## src/rtl/rtc_bus_cycle_pkg.sv

```systemverilog
// Shared definitions for the RTC bus-cycle sequencer.
// Contents:
//   - state_t         : FSM state encoding. The write-verify read re-runs the
//                       normal phase states with a pass flag set, so the verify
//                       pass has no separate V_* states (IDLE plus two full
//                       passes would not fit in 4 bits).
//   - DEF_T_*         : default per-phase timing in clock cycles.
//   - RTC_REG_*       : register addresses of the external RTC chip.
package rtc_bus_pkg;

  typedef enum logic [3:0] {
    ST_IDLE   = 4'd0,
    ST_A_SU   = 4'd1,
    ST_A_STB  = 4'd2,
    ST_A_HOLD = 4'd3,
    ST_A_REC  = 4'd4,
    ST_D_SU   = 4'd5,
    ST_D_STB  = 4'd6,
    ST_D_HOLD = 4'd7,
    ST_D_REC  = 4'd8
  } state_t;

  localparam int unsigned DEF_T_SU   = 2;
  localparam int unsigned DEF_T_STB  = 4;
  localparam int unsigned DEF_T_HOLD = 2;
  localparam int unsigned DEF_T_REC  = 3;

  localparam logic [7:0] RTC_REG_SEC      = 8'h20;
  localparam logic [7:0] RTC_REG_MIN      = 8'h21;
  localparam logic [7:0] RTC_REG_HOUR     = 8'h22;
  localparam logic [7:0] RTC_REG_DAY      = 8'h23;
  localparam logic [7:0] RTC_REG_MONTH    = 8'h24;
  localparam logic [7:0] RTC_REG_YEAR     = 8'h25;
  localparam logic [7:0] RTC_REG_TMR_SEC  = 8'h26;
  localparam logic [7:0] RTC_REG_TMR_MIN  = 8'h27;
  localparam logic [7:0] RTC_REG_TMR_HOUR = 8'h28;
  localparam logic [7:0] RTC_REG_CMD      = 8'h2F;

endpackage

```

## src/rtl/rtc_bus_cycle_if.sv

```systemverilog
// Request and chip-bus signals of the RTC bus-cycle sequencer.
// Request side: start/rw/addr/wdata in; busy/done/rdata/rdata_valid/verify_err out.
// Chip side   : AD/CS/RD/WR (active low), ad_out/ad_oe drive, ad_in sample.
// Debug       : dbg_state mirrors the sequencer FSM state.
// Handshake: a request is accepted on a clock edge where start=1 and busy=0;
// rw/addr/wdata are sampled on that same edge; done pulses for one cycle when
// the transaction ends and busy drops in that same cycle.
interface rtc_bus_cycle_if;
  logic                start;
  logic                rw;
  logic [7:0]          addr;
  logic [7:0]          wdata;
  logic                busy;
  logic                done;
  logic [7:0]          rdata;
  logic                rdata_valid;
  logic                verify_err;
  logic                AD;
  logic                CS;
  logic                RD;
  logic                WR;
  logic [7:0]          ad_out;
  logic                ad_oe;
  logic [7:0]          ad_in;
  rtc_bus_pkg::state_t dbg_state;

  modport slave (
    input  start, rw, addr, wdata, ad_in,
    output busy, done, rdata, rdata_valid, verify_err,
    output AD, CS, RD, WR, ad_out, ad_oe, dbg_state
  );

  modport master (
    output start, rw, addr, wdata, ad_in,
    input  busy, done, rdata, rdata_valid, verify_err,
    input  AD, CS, RD, WR, ad_out, ad_oe, dbg_state
  );
endinterface

```

## src/rtl/rtc_bus_cycle_phase_timer.sv

```systemverilog
// rtc_phase_timer: loadable 8-bit down-counter timing one FSM phase.
// Ports: clk_i, rst_i (async, active high), load_i/value_i load the count,
// expire_o is high while the count is zero (the last cycle of a phase).
// A phase of N cycles is timed by loading N-1 on entry.
module rtc_phase_timer (
  input  logic       clk_i,
  input  logic       rst_i,
  input  logic       load_i,
  input  logic [7:0] value_i,
  output logic       expire_o
);
  logic [7:0] cnt_q;

  always_ff @(posedge clk_i or posedge rst_i) begin
    if (rst_i) begin
      cnt_q <= 8'd0;
    end else if (load_i) begin
      cnt_q <= value_i;
    end else if (cnt_q != 8'd0) begin
      cnt_q <= cnt_q - 8'd1;
    end
  end

  assign expire_o = (cnt_q == 8'd0);
endmodule

```

## src/rtl/rtc_bus_cycle.sv

```systemverilog
// rtc_bus_cycle: bus-cycle sequencer for the external RTC chip.
// Runs an address phase (always a WR strobe) followed by a read or write
// data phase, each phase split into setup / strobe / hold / recovery with
// programmable lengths T_SU, T_STB, T_HOLD, T_REC (each 1..255).
// Ports: clock, reset (async, active high), bus (rtc_bus_cycle_if.slave).
// Optional macro RTC_WRITE_VERIFY_EN: each write is followed by a read-back
// of the same address; verify_err flags a mismatch. Without it verify_err=0.
// Every output is a flop, computed from the next state and next request.
module rtc_bus_cycle
  import rtc_bus_pkg::*;
#(
  parameter int unsigned T_SU   = DEF_T_SU,
  parameter int unsigned T_STB  = DEF_T_STB,
  parameter int unsigned T_HOLD = DEF_T_HOLD,
  parameter int unsigned T_REC  = DEF_T_REC
) (
  input logic           clock,
  input logic           reset,
  rtc_bus_cycle_if.slave bus
);

  if (T_SU == 0 || T_SU > 255) begin : g_bad_t_su
    $error("rtc_bus_cycle: T_SU must be in 1..255");
  end
  if (T_STB == 0 || T_STB > 255) begin : g_bad_t_stb
    $error("rtc_bus_cycle: T_STB must be in 1..255");
  end
  if (T_HOLD == 0 || T_HOLD > 255) begin : g_bad_t_hold
    $error("rtc_bus_cycle: T_HOLD must be in 1..255");
  end
  if (T_REC == 0 || T_REC > 255) begin : g_bad_t_rec
    $error("rtc_bus_cycle: T_REC must be in 1..255");
  end

  localparam logic [7:0] LD_SU   = 8'(T_SU - 1);
  localparam logic [7:0] LD_STB  = 8'(T_STB - 1);
  localparam logic [7:0] LD_HOLD = 8'(T_HOLD - 1);
  localparam logic [7:0] LD_REC  = 8'(T_REC - 1);

  state_t     state_q, state_d;
  logic       rw_q, rw_d;
  logic [7:0] addr_q, addr_d, wdata_q, wdata_d, rdata_q, rdata_d;
  logic       rvalid_q, rvalid_d, done_q, done_d, busy_q, busy_d;
  logic       ad_n_q, ad_n_d, cs_n_q, cs_n_d, rd_n_q, rd_n_d, wr_n_q, wr_n_d;
  logic       oe_q, oe_d;
  logic [7:0] out_q, out_d;
  logic       tmr_load, tmr_expire;
  logic [7:0] tmr_val;
`ifdef RTC_WRITE_VERIFY_EN
  logic       vpass_q, vpass_d, verr_q, verr_d;
`endif

  rtc_phase_timer u_timer (
    .clk_i   (clock),
    .rst_i   (reset),
    .load_i  (tmr_load),
    .value_i (tmr_val),
    .expire_o(tmr_expire)
  );

  // Next-state, request latch and status logic.
  always_comb begin
    state_d  = state_q;
    rw_d     = rw_q;
    addr_d   = addr_q;
    wdata_d  = wdata_q;
    rdata_d  = rdata_q;
    rvalid_d = 1'b0;
    done_d   = 1'b0;
    tmr_load = 1'b0;
    tmr_val  = 8'd0;
`ifdef RTC_WRITE_VERIFY_EN
    vpass_d  = vpass_q;
    verr_d   = verr_q;
`endif
    case (state_q)
      ST_IDLE: if (bus.start) begin
        state_d  = ST_A_SU;
        rw_d     = bus.rw;
        addr_d   = bus.addr;
        wdata_d  = bus.wdata;
        tmr_load = 1'b1;
        tmr_val  = LD_SU;
`ifdef RTC_WRITE_VERIFY_EN
        vpass_d  = 1'b0;
        verr_d   = 1'b0;
`endif
      end
      ST_A_SU:   if (tmr_expire) begin state_d = ST_A_STB;  tmr_load = 1'b1; tmr_val = LD_STB;  end
      ST_A_STB:  if (tmr_expire) begin state_d = ST_A_HOLD; tmr_load = 1'b1; tmr_val = LD_HOLD; end
      ST_A_HOLD: if (tmr_expire) begin state_d = ST_A_REC;  tmr_load = 1'b1; tmr_val = LD_REC;  end
      ST_A_REC:  if (tmr_expire) begin state_d = ST_D_SU;   tmr_load = 1'b1; tmr_val = LD_SU;   end
      ST_D_SU:   if (tmr_expire) begin state_d = ST_D_STB;  tmr_load = 1'b1; tmr_val = LD_STB;  end
      ST_D_STB: if (tmr_expire) begin
        state_d  = ST_D_HOLD;
        tmr_load = 1'b1;
        tmr_val  = LD_HOLD;
        // Capture at the end of the strobe, when the chip's data has settled.
        if (rw_q) begin
          rdata_d  = bus.ad_in;
          rvalid_d = 1'b1;
`ifdef RTC_WRITE_VERIFY_EN
          if (vpass_q) verr_d = (bus.ad_in != wdata_q);
`endif
        end
      end
      ST_D_HOLD: if (tmr_expire) begin state_d = ST_D_REC; tmr_load = 1'b1; tmr_val = LD_REC; end
      ST_D_REC: if (tmr_expire) begin
`ifdef RTC_WRITE_VERIFY_EN
        // A finished write turns into a read-back pass of the same address.
        if (!rw_q && !vpass_q) begin
          state_d  = ST_A_SU;
          rw_d     = 1'b1;
          vpass_d  = 1'b1;
          tmr_load = 1'b1;
          tmr_val  = LD_SU;
        end else begin
          state_d = ST_IDLE;
          done_d  = 1'b1;
        end
`else
        state_d = ST_IDLE;
        done_d  = 1'b1;
`endif
      end
      default: state_d = ST_IDLE;
    endcase
    busy_d = (state_d != ST_IDLE);
  end

  // Bus strobes for the state being entered, so they appear registered.
  always_comb begin
    ad_n_d = 1'b1;
    cs_n_d = 1'b1;
    rd_n_d = 1'b1;
    wr_n_d = 1'b1;
    oe_d   = 1'b0;
    out_d  = 8'd0;
    case (state_d)
      ST_A_SU, ST_A_STB, ST_A_HOLD: begin
        cs_n_d = 1'b0;
        ad_n_d = 1'b0;
        oe_d   = 1'b1;
        out_d  = addr_d;
        wr_n_d = (state_d != ST_A_STB);
      end
      ST_D_SU, ST_D_STB, ST_D_HOLD: begin
        cs_n_d = 1'b0;
        if (rw_d) begin
          rd_n_d = (state_d != ST_D_STB);
        end else begin
          oe_d   = 1'b1;
          out_d  = wdata_d;
          wr_n_d = (state_d != ST_D_STB);
        end
      end
      default: ;
    endcase
  end

  always_ff @(posedge clock or posedge reset) begin
    if (reset) begin
      state_q  <= ST_IDLE;
      rw_q     <= 1'b0;
      addr_q   <= 8'd0;
      wdata_q  <= 8'd0;
      rdata_q  <= 8'd0;
      rvalid_q <= 1'b0;
      done_q   <= 1'b0;
      busy_q   <= 1'b0;
      ad_n_q   <= 1'b1;
      cs_n_q   <= 1'b1;
      rd_n_q   <= 1'b1;
      wr_n_q   <= 1'b1;
      oe_q     <= 1'b0;
      out_q    <= 8'd0;
`ifdef RTC_WRITE_VERIFY_EN
      vpass_q  <= 1'b0;
      verr_q   <= 1'b0;
`endif
    end else begin
      state_q  <= state_d;
      rw_q     <= rw_d;
      addr_q   <= addr_d;
      wdata_q  <= wdata_d;
      rdata_q  <= rdata_d;
      rvalid_q <= rvalid_d;
      done_q   <= done_d;
      busy_q   <= busy_d;
      ad_n_q   <= ad_n_d;
      cs_n_q   <= cs_n_d;
      rd_n_q   <= rd_n_d;
      wr_n_q   <= wr_n_d;
      oe_q     <= oe_d;
      out_q    <= out_d;
`ifdef RTC_WRITE_VERIFY_EN
      vpass_q  <= vpass_d;
      verr_q   <= verr_d;
`endif
    end
  end

  assign bus.busy        = busy_q;
  assign bus.done        = done_q;
  assign bus.rdata       = rdata_q;
  assign bus.rdata_valid = rvalid_q;
  assign bus.AD          = ad_n_q;
  assign bus.CS          = cs_n_q;
  assign bus.RD          = rd_n_q;
  assign bus.WR          = wr_n_q;
  assign bus.ad_out      = out_q;
  assign bus.ad_oe       = oe_q;
  assign bus.dbg_state   = state_q;
`ifdef RTC_WRITE_VERIFY_EN
  assign bus.verify_err  = verr_q;
`else
  assign bus.verify_err  = 1'b0;
`endif

endmodule

```

## src/flat_wrapper.sv

```systemverilog
// flat-port wrapper written by rule: the top's interface ports become plain ports
module rtc_bus_cycle_flat import rtc_bus_pkg::*;
#(
  parameter int unsigned T_SU   = DEF_T_SU,
  parameter int unsigned T_STB  = DEF_T_STB,
  parameter int unsigned T_HOLD = DEF_T_HOLD,
  parameter int unsigned T_REC  = DEF_T_REC
)
  (clock, reset, bus_start, bus_rw, bus_addr, bus_wdata, bus_ad_in, bus_busy, bus_done, bus_rdata, bus_rdata_valid, bus_verify_err, bus_AD, bus_CS, bus_RD, bus_WR, bus_ad_out, bus_ad_oe, bus_dbg_state);
  rtc_bus_cycle_if bus_i ();
  input logic clock;
  input logic reset;
  input wire logic [$bits(bus_i.start)-1:0] bus_start;
  input wire logic [$bits(bus_i.rw)-1:0] bus_rw;
  input wire logic [$bits(bus_i.addr)-1:0] bus_addr;
  input wire logic [$bits(bus_i.wdata)-1:0] bus_wdata;
  input wire logic [$bits(bus_i.ad_in)-1:0] bus_ad_in;
  output wire logic [$bits(bus_i.busy)-1:0] bus_busy;
  output wire logic [$bits(bus_i.done)-1:0] bus_done;
  output wire logic [$bits(bus_i.rdata)-1:0] bus_rdata;
  output wire logic [$bits(bus_i.rdata_valid)-1:0] bus_rdata_valid;
  output wire logic [$bits(bus_i.verify_err)-1:0] bus_verify_err;
  output wire logic [$bits(bus_i.AD)-1:0] bus_AD;
  output wire logic [$bits(bus_i.CS)-1:0] bus_CS;
  output wire logic [$bits(bus_i.RD)-1:0] bus_RD;
  output wire logic [$bits(bus_i.WR)-1:0] bus_WR;
  output wire logic [$bits(bus_i.ad_out)-1:0] bus_ad_out;
  output wire logic [$bits(bus_i.ad_oe)-1:0] bus_ad_oe;
  output wire logic [$bits(bus_i.dbg_state)-1:0] bus_dbg_state;
  assign bus_i.start = bus_start;
  assign bus_i.rw = bus_rw;
  assign bus_i.addr = bus_addr;
  assign bus_i.wdata = bus_wdata;
  assign bus_i.ad_in = bus_ad_in;
  assign bus_busy = bus_i.busy;
  assign bus_done = bus_i.done;
  assign bus_rdata = bus_i.rdata;
  assign bus_rdata_valid = bus_i.rdata_valid;
  assign bus_verify_err = bus_i.verify_err;
  assign bus_AD = bus_i.AD;
  assign bus_CS = bus_i.CS;
  assign bus_RD = bus_i.RD;
  assign bus_WR = bus_i.WR;
  assign bus_ad_out = bus_i.ad_out;
  assign bus_ad_oe = bus_i.ad_oe;
  assign bus_dbg_state = bus_i.dbg_state;
  rtc_bus_cycle #(.T_SU(T_SU), .T_STB(T_STB), .T_HOLD(T_HOLD), .T_REC(T_REC)) u_core (.clock(clock), .reset(reset), .bus(bus_i));
endmodule
```

## config.mk

```make
export PLATFORM = sky130hd
export DESIGN_NAME = rtc_bus_cycle_flat
export DESIGN_NICKNAME = d
export VERILOG_FILES = /design/src/rtl/rtc_bus_cycle_pkg.sv /design/src/rtl/rtc_bus_cycle_if.sv /design/src/rtl/rtc_bus_cycle_phase_timer.sv /design/src/rtl/rtc_bus_cycle.sv /design/src/flat_wrapper.sv
export SDC_FILE = /design/constraint.sdc
export NUM_CORES = 1
export LEC_CHECK = 0
export CORE_MARGIN = 4
export CORE_UTILIZATION = 38
export CTS_CLUSTER_DIAMETER = 100
export DETAILED_ROUTE_END_ITERATION = 8
export GPL_TIMING_DRIVEN = 0
export PLACE_DENSITY = 0.72
export SYNTH_ARGS = -nofsm -noshare
export SYNTH_HDL_FRONTEND = slang
export SYNTH_SLANG_ARGS = --single-unit
```

## constraint.sdc

```tcl
create_clock -name clock -period 4.74 [get_ports clock]
set_clock_uncertainty 0.1 [all_clocks]
set_input_delay 0.948 -clock clock [delete_from_list [all_inputs] [get_ports clock]]
set_output_delay 0.948 -clock clock [all_outputs]
set_load 0.1 [all_outputs]
```

==> results <==
- The flow ran to the end, and the final reports show no timing, DRC or antenna violations.
- The via count of the first global-routing pass is 1,731.
- Setup repair after global routing left no endpoint under its margin.
- The largest driver fanout on the critical path is 1.
- Registers take 1331 um^2.
- The number of hold buffers added after CTS is 0.
- The fmax is 331.6 MHz.
- The internal power of the cells is 0.001093 W.
- In this run the worst hold path is classified as flip-flop to flip-flop.
- The die is 86.01 um tall.
- The switching power of the nets is 0.001065 W.
- After synthesis, the netlist uses 40 different library cells.
- The biggest area contributor in the post-synthesis netlist is dfrtp_1.
- The final number of hold-violating endpoints is 0.
- Yosys printed 0 warnings.
- The share of synthesized flip-flops with an asynchronous set or reset is 1.000.
- The synthesized instance count is 195.
- The total number of nets in the final design is 287.
- At the end of routability-driven placement, the weighted congestion stood at 0.8298.
- The library cell used most frequently in the layout, excluding fill and tap cells, is clkdlybuf4s50_1.
- For the worst setup path, the data required time is 3.69 ns.
- On the critical path the largest part of the delay comes from buffers and inverters.
- Subtracting the final worst setup slack from the clock period gives 3.016 ns.
- The total of cells resized after clock tree synthesis is 0.
- The aggregate global-route resource usage is 0.1398.
- Yosys mapped a number of flops with a built-in enable equal to 0.
- The clock network power share is 0.117.
- After filler insertion, the fill cell instance count of the layout stands at 545.
- The starting density of the core is 0.3905.
- The total detailed-routing wirelength is 4800 um.
- 0 antenna diodes ended up in the layout.
- The setup TNS after final layout is 0 ns.
- The multi-input combinational cells in the finished layout cover a total of 857.1 um^2.
- The synthesized net count is 224.
- The share of total power in sequential cells is 0.329.
- At the pin with the least slew margin, the transition time is 0.9907 ns.
- The maximum buffer depth of the clock tree is 2.
- The worst slew slack as a fraction of its limit is 0.3374.
- The cell leakage power is 1.396 nW.
- After synthesis the netlist holds a flip-flop and latch count of 53.
- Setup violations remaining at the end of the flow were counted as 0.
- The mean routed wirelength per cell is 14.37 um.
- The remaining number of nets flagged by the antenna check after routing is 0.
- The power density normalized to cell area is 704.6 nW/um^2.
- The signal on the critical path passes through clkdlybuf4s50_1.
- The slowest stage of the critical path is the clkdlybuf4s50_1 cell.
- The critical path in this run is classified as flip-flop to primary output.
- The total standard cell area after synthesis is 2312 um^2.
- Among all flip-flop cells after synthesis, the most frequent one is dfrtp_1.
- The total of max-cap violations is 0.
- STA classifies the critical path endpoint as a primary output.
- The post-placement cell area is 2977 um^2.
- The area of the core is 5921 um^2.
- The max-slew violation count is 0.
- The number of sinks handled by clock tree synthesis is 53.
- The wire length of the first global-routing pass is 8107 um.
- The end point of the critical path is bus_CS.
- The ratio of routed vias to standard cells is 4.919.
- The start point of the critical path is u_core.bus.CS$_DFF_PP1_.
- The total congestion overflow is 0.
- In this run the critical register-to-register path is launched from u_core.u_timer.cnt_q[0]$_DFFE_PP0P_.
- TritonCTS built the clock tree.
- With fillers left out, the area of the finished cells amounts to 3063 um^2.
- Dividing the final minimum period by the clock period gives 0.6363.
- The capture point of the worst reg-to-reg path is u_core.bus.ad_out[6]$_DFF_PP0_.
- The die is 86.01 um wide.
- The largest net degree at the start of global routing is 41.
- Measured in cells, the most critical reg-to-reg path has a length of 8.
- Leaving out fill and tap cells, the most frequent cells in the layout are 55 x clkdlybuf4s50_1, 49 x dfrtp_1, 17 x mux2_2.
- Of the total power, combinational logic draws 0.554.
- After synthesis, the mean cell area works out to 11.86 um^2.
- The kind of launch point of the worst setup path is a flip-flop.
- Data on the critical path arrives at its endpoint at 1.97 ns.
- Counting the buffers created by CTS gives 5.
- Of the total power, the share spent switching nets is 0.4935.
- For this block, the initial DRC count from the detailed router was 93.
- The top cell type's share of synthesized area is 0.5303.
- From synthesis to final layout, the design area changed by 32.47%.
- The insertion delay to the later sink of the worst-skew pair is 0.31 ns.
- Final hold analysis gives a worst-case slack of 0.3949 ns.
- The slack of the worst reg-to-reg path is 2.37 ns.
- The worst-case IR drop observed on VDD is 0.4098 mV.
- Counting both buffers and inverters, the worst setup path holds a total of 1.
- The via count of the routed design is 1,643.
- In this run the tool buffered the top-level ports with 55 buffer cells.
- The highest cell delay on the worst timing path is 1.14 ns.
- The number of antenna violations at the first check in global routing is 0.
- Ranked by total cell area, the synthesized netlist is headed by dfrtp_1 53%, mux2_2 8.3%, mux2i_1 4.8%, dfstp_2 4.5%, o22ai_1 3.0%.
- The area enclosed by the die boundary is 7397 um^2.
- The number of core rows is 28.
- The startpoint of the most critical hold path is u_core.addr_q[2]$_DFF_PP0_.
- After legalization and detailed placement, the total HPWL measured 3424 um.
- The fraction of final layout cells with drive strength greater than 1 is 0.1853.
- The post-CTS setup repair buffer count is 0.
- The root buffer cell chosen for the clock tree is clkbuf_8.
- The clock-pin slew on the worst setup and hold paths is 0.09 ns.
- The I/O pin total is 57.
- The total number of H-tree levels is 2.
- In this run the number of cells on the critical path is 1.
- In the routed design, unresolved DRC markers number 0.
- Of the synthesized area, sequential elements account for 0.5758.
- The first-pass iteration count of the detailed router is 5.
## how the worst min path moves through the flow
stage	to	slack (ns)	cells after the start
floorplan	u_core.addr_q[0]$_DFF_PP0_	0.35	2
global placement	u_core.addr_q[3]$_DFF_PP0_	0.36	2
detailed placement	u_core.addr_q[5]$_DFF_PP0_	0.37	2
CTS	u_core.addr_q[5]$_DFF_PP0_	0.40	2
global route	u_core.addr_q[2]$_DFF_PP0_	0.43	2
finish	u_core.addr_q[2]$_DFF_PP0_	0.39	2
## per-layer routing
| metal | share of wire | global-route usage | up-vias |
|---|---|---|---|
| met4 | 0.022 | 0.07338 | 0 |
| met5 | 0 | 0 | - |
| li1 | - | - | 794 |
| met1 | 0.45 | 0.1887 | 792 |
| met3 | 0.059 | 0.02594 | 8 |
| met2 | 0.47 | 0.2137 | 49 |
## cells by family (layout without fill, tap and decap cells)
group           after synthesis  count (layout)  synth area share
flops                        53              53            0.5758
simple gates                 53              53            0.1207
mux                          28              28            0.1304
compound gates               27              27           0.08983
buf+inv                      26              90           0.05357
xor+xnor                      6               6           0.02273
fa+ha+maj                     1               1          0.005410
other cells                   1               1          0.001622
## stage by stage
| stage | power (W) | instances | worst slack (ns) | utilization |
|---|---|---|---|---|
| finish | 0.002158 | 334 | 1.724 | 0.5173 |
| global route | 0.002297 | 334 | 1.685 | 0.5173 |
| CTS | 0.002174 | 334 | 1.714 | 0.5173 |
| detailed placement | 0.001920 | 326 | 1.737 | 0.5027 |
| global placement | 0.001892 | 325 | 1.484 | 0.4994 |
| floorplan | 0.001625 | 195 | 2.242 | - |
## cell type report
cell class,count,area share
Timing Repair Buffer,56,0.1863
Clock buffer,6,0.02369
Buffer,11,0.02206
Inverter,15,0.01838
Tap cell,75,0.03064
Multi-Input combinational cell,116,0.2798
Clock inverter,2,0.004493
Sequential cell,53,0.4346
## synthesized netlist by cell type (all sizes together), types with 2 or more instances
| library cell | count |
|---|---|
| dfrtp | 49 |
| mux2 | 17 |
| inv | 15 |
| nor2 | 15 |
| mux2i | 11 |
| nand2 | 11 |
| nand3 | 11 |
| o22ai | 11 |
| buf | 10 |
| a21oi | 5 |
| dfstp | 4 |
| nor3 | 4 |
| o21ai | 3 |
| xnor2 | 3 |
| xor2 | 3 |
| and2 | 2 |
| nor2b | 2 |
| nor4b | 2 |
| o31ai | 2 |
| or3 | 2 |
## power groups by stage
| stage | Combinational [W] | Clock (W) | Sequential [W] |
|---|---|---|---|
| 6_report | 0.00119 | 0.000254 | 0.000710 |
| 4_1_cts | 0.00120 | 0.000262 | 0.000711 |
| 5_1_grt | 0.00128 | 0.000282 | 0.000732 |
| 2_1_floorplan | 0.000478 | 0 | 0.00115 |
| 3_5_place_dp | 0.00120 | 0 | 0.000718 |
| 3_3_place_gp | 0.00118 | 0 | 0.000712 |
## worst reg2reg max path: cells and delay by family, from the launching register on
family | cells | cell delay [ns]
AOI/OAI and AO/OA | 3 | 0.79
adders and majority gates | 1 | 0.23
buffers and inverters | 2 | 0.24
DFF | 1 | 0.42
and+or+nand+nor | 2 | 0.45
## sequential cells by signal, indices dropped and copies added, names as in the netlist, 4 cells and up
signal and cells:
u_core.addr_q 8, u_core.wdata_q 8, u_core.bus.dbg_state 4, u_core.bus.ad_out 8, u_core.u_timer.cnt_q 8, u_core.bus.rdata 8
Power figures use the tool's default switching activity.
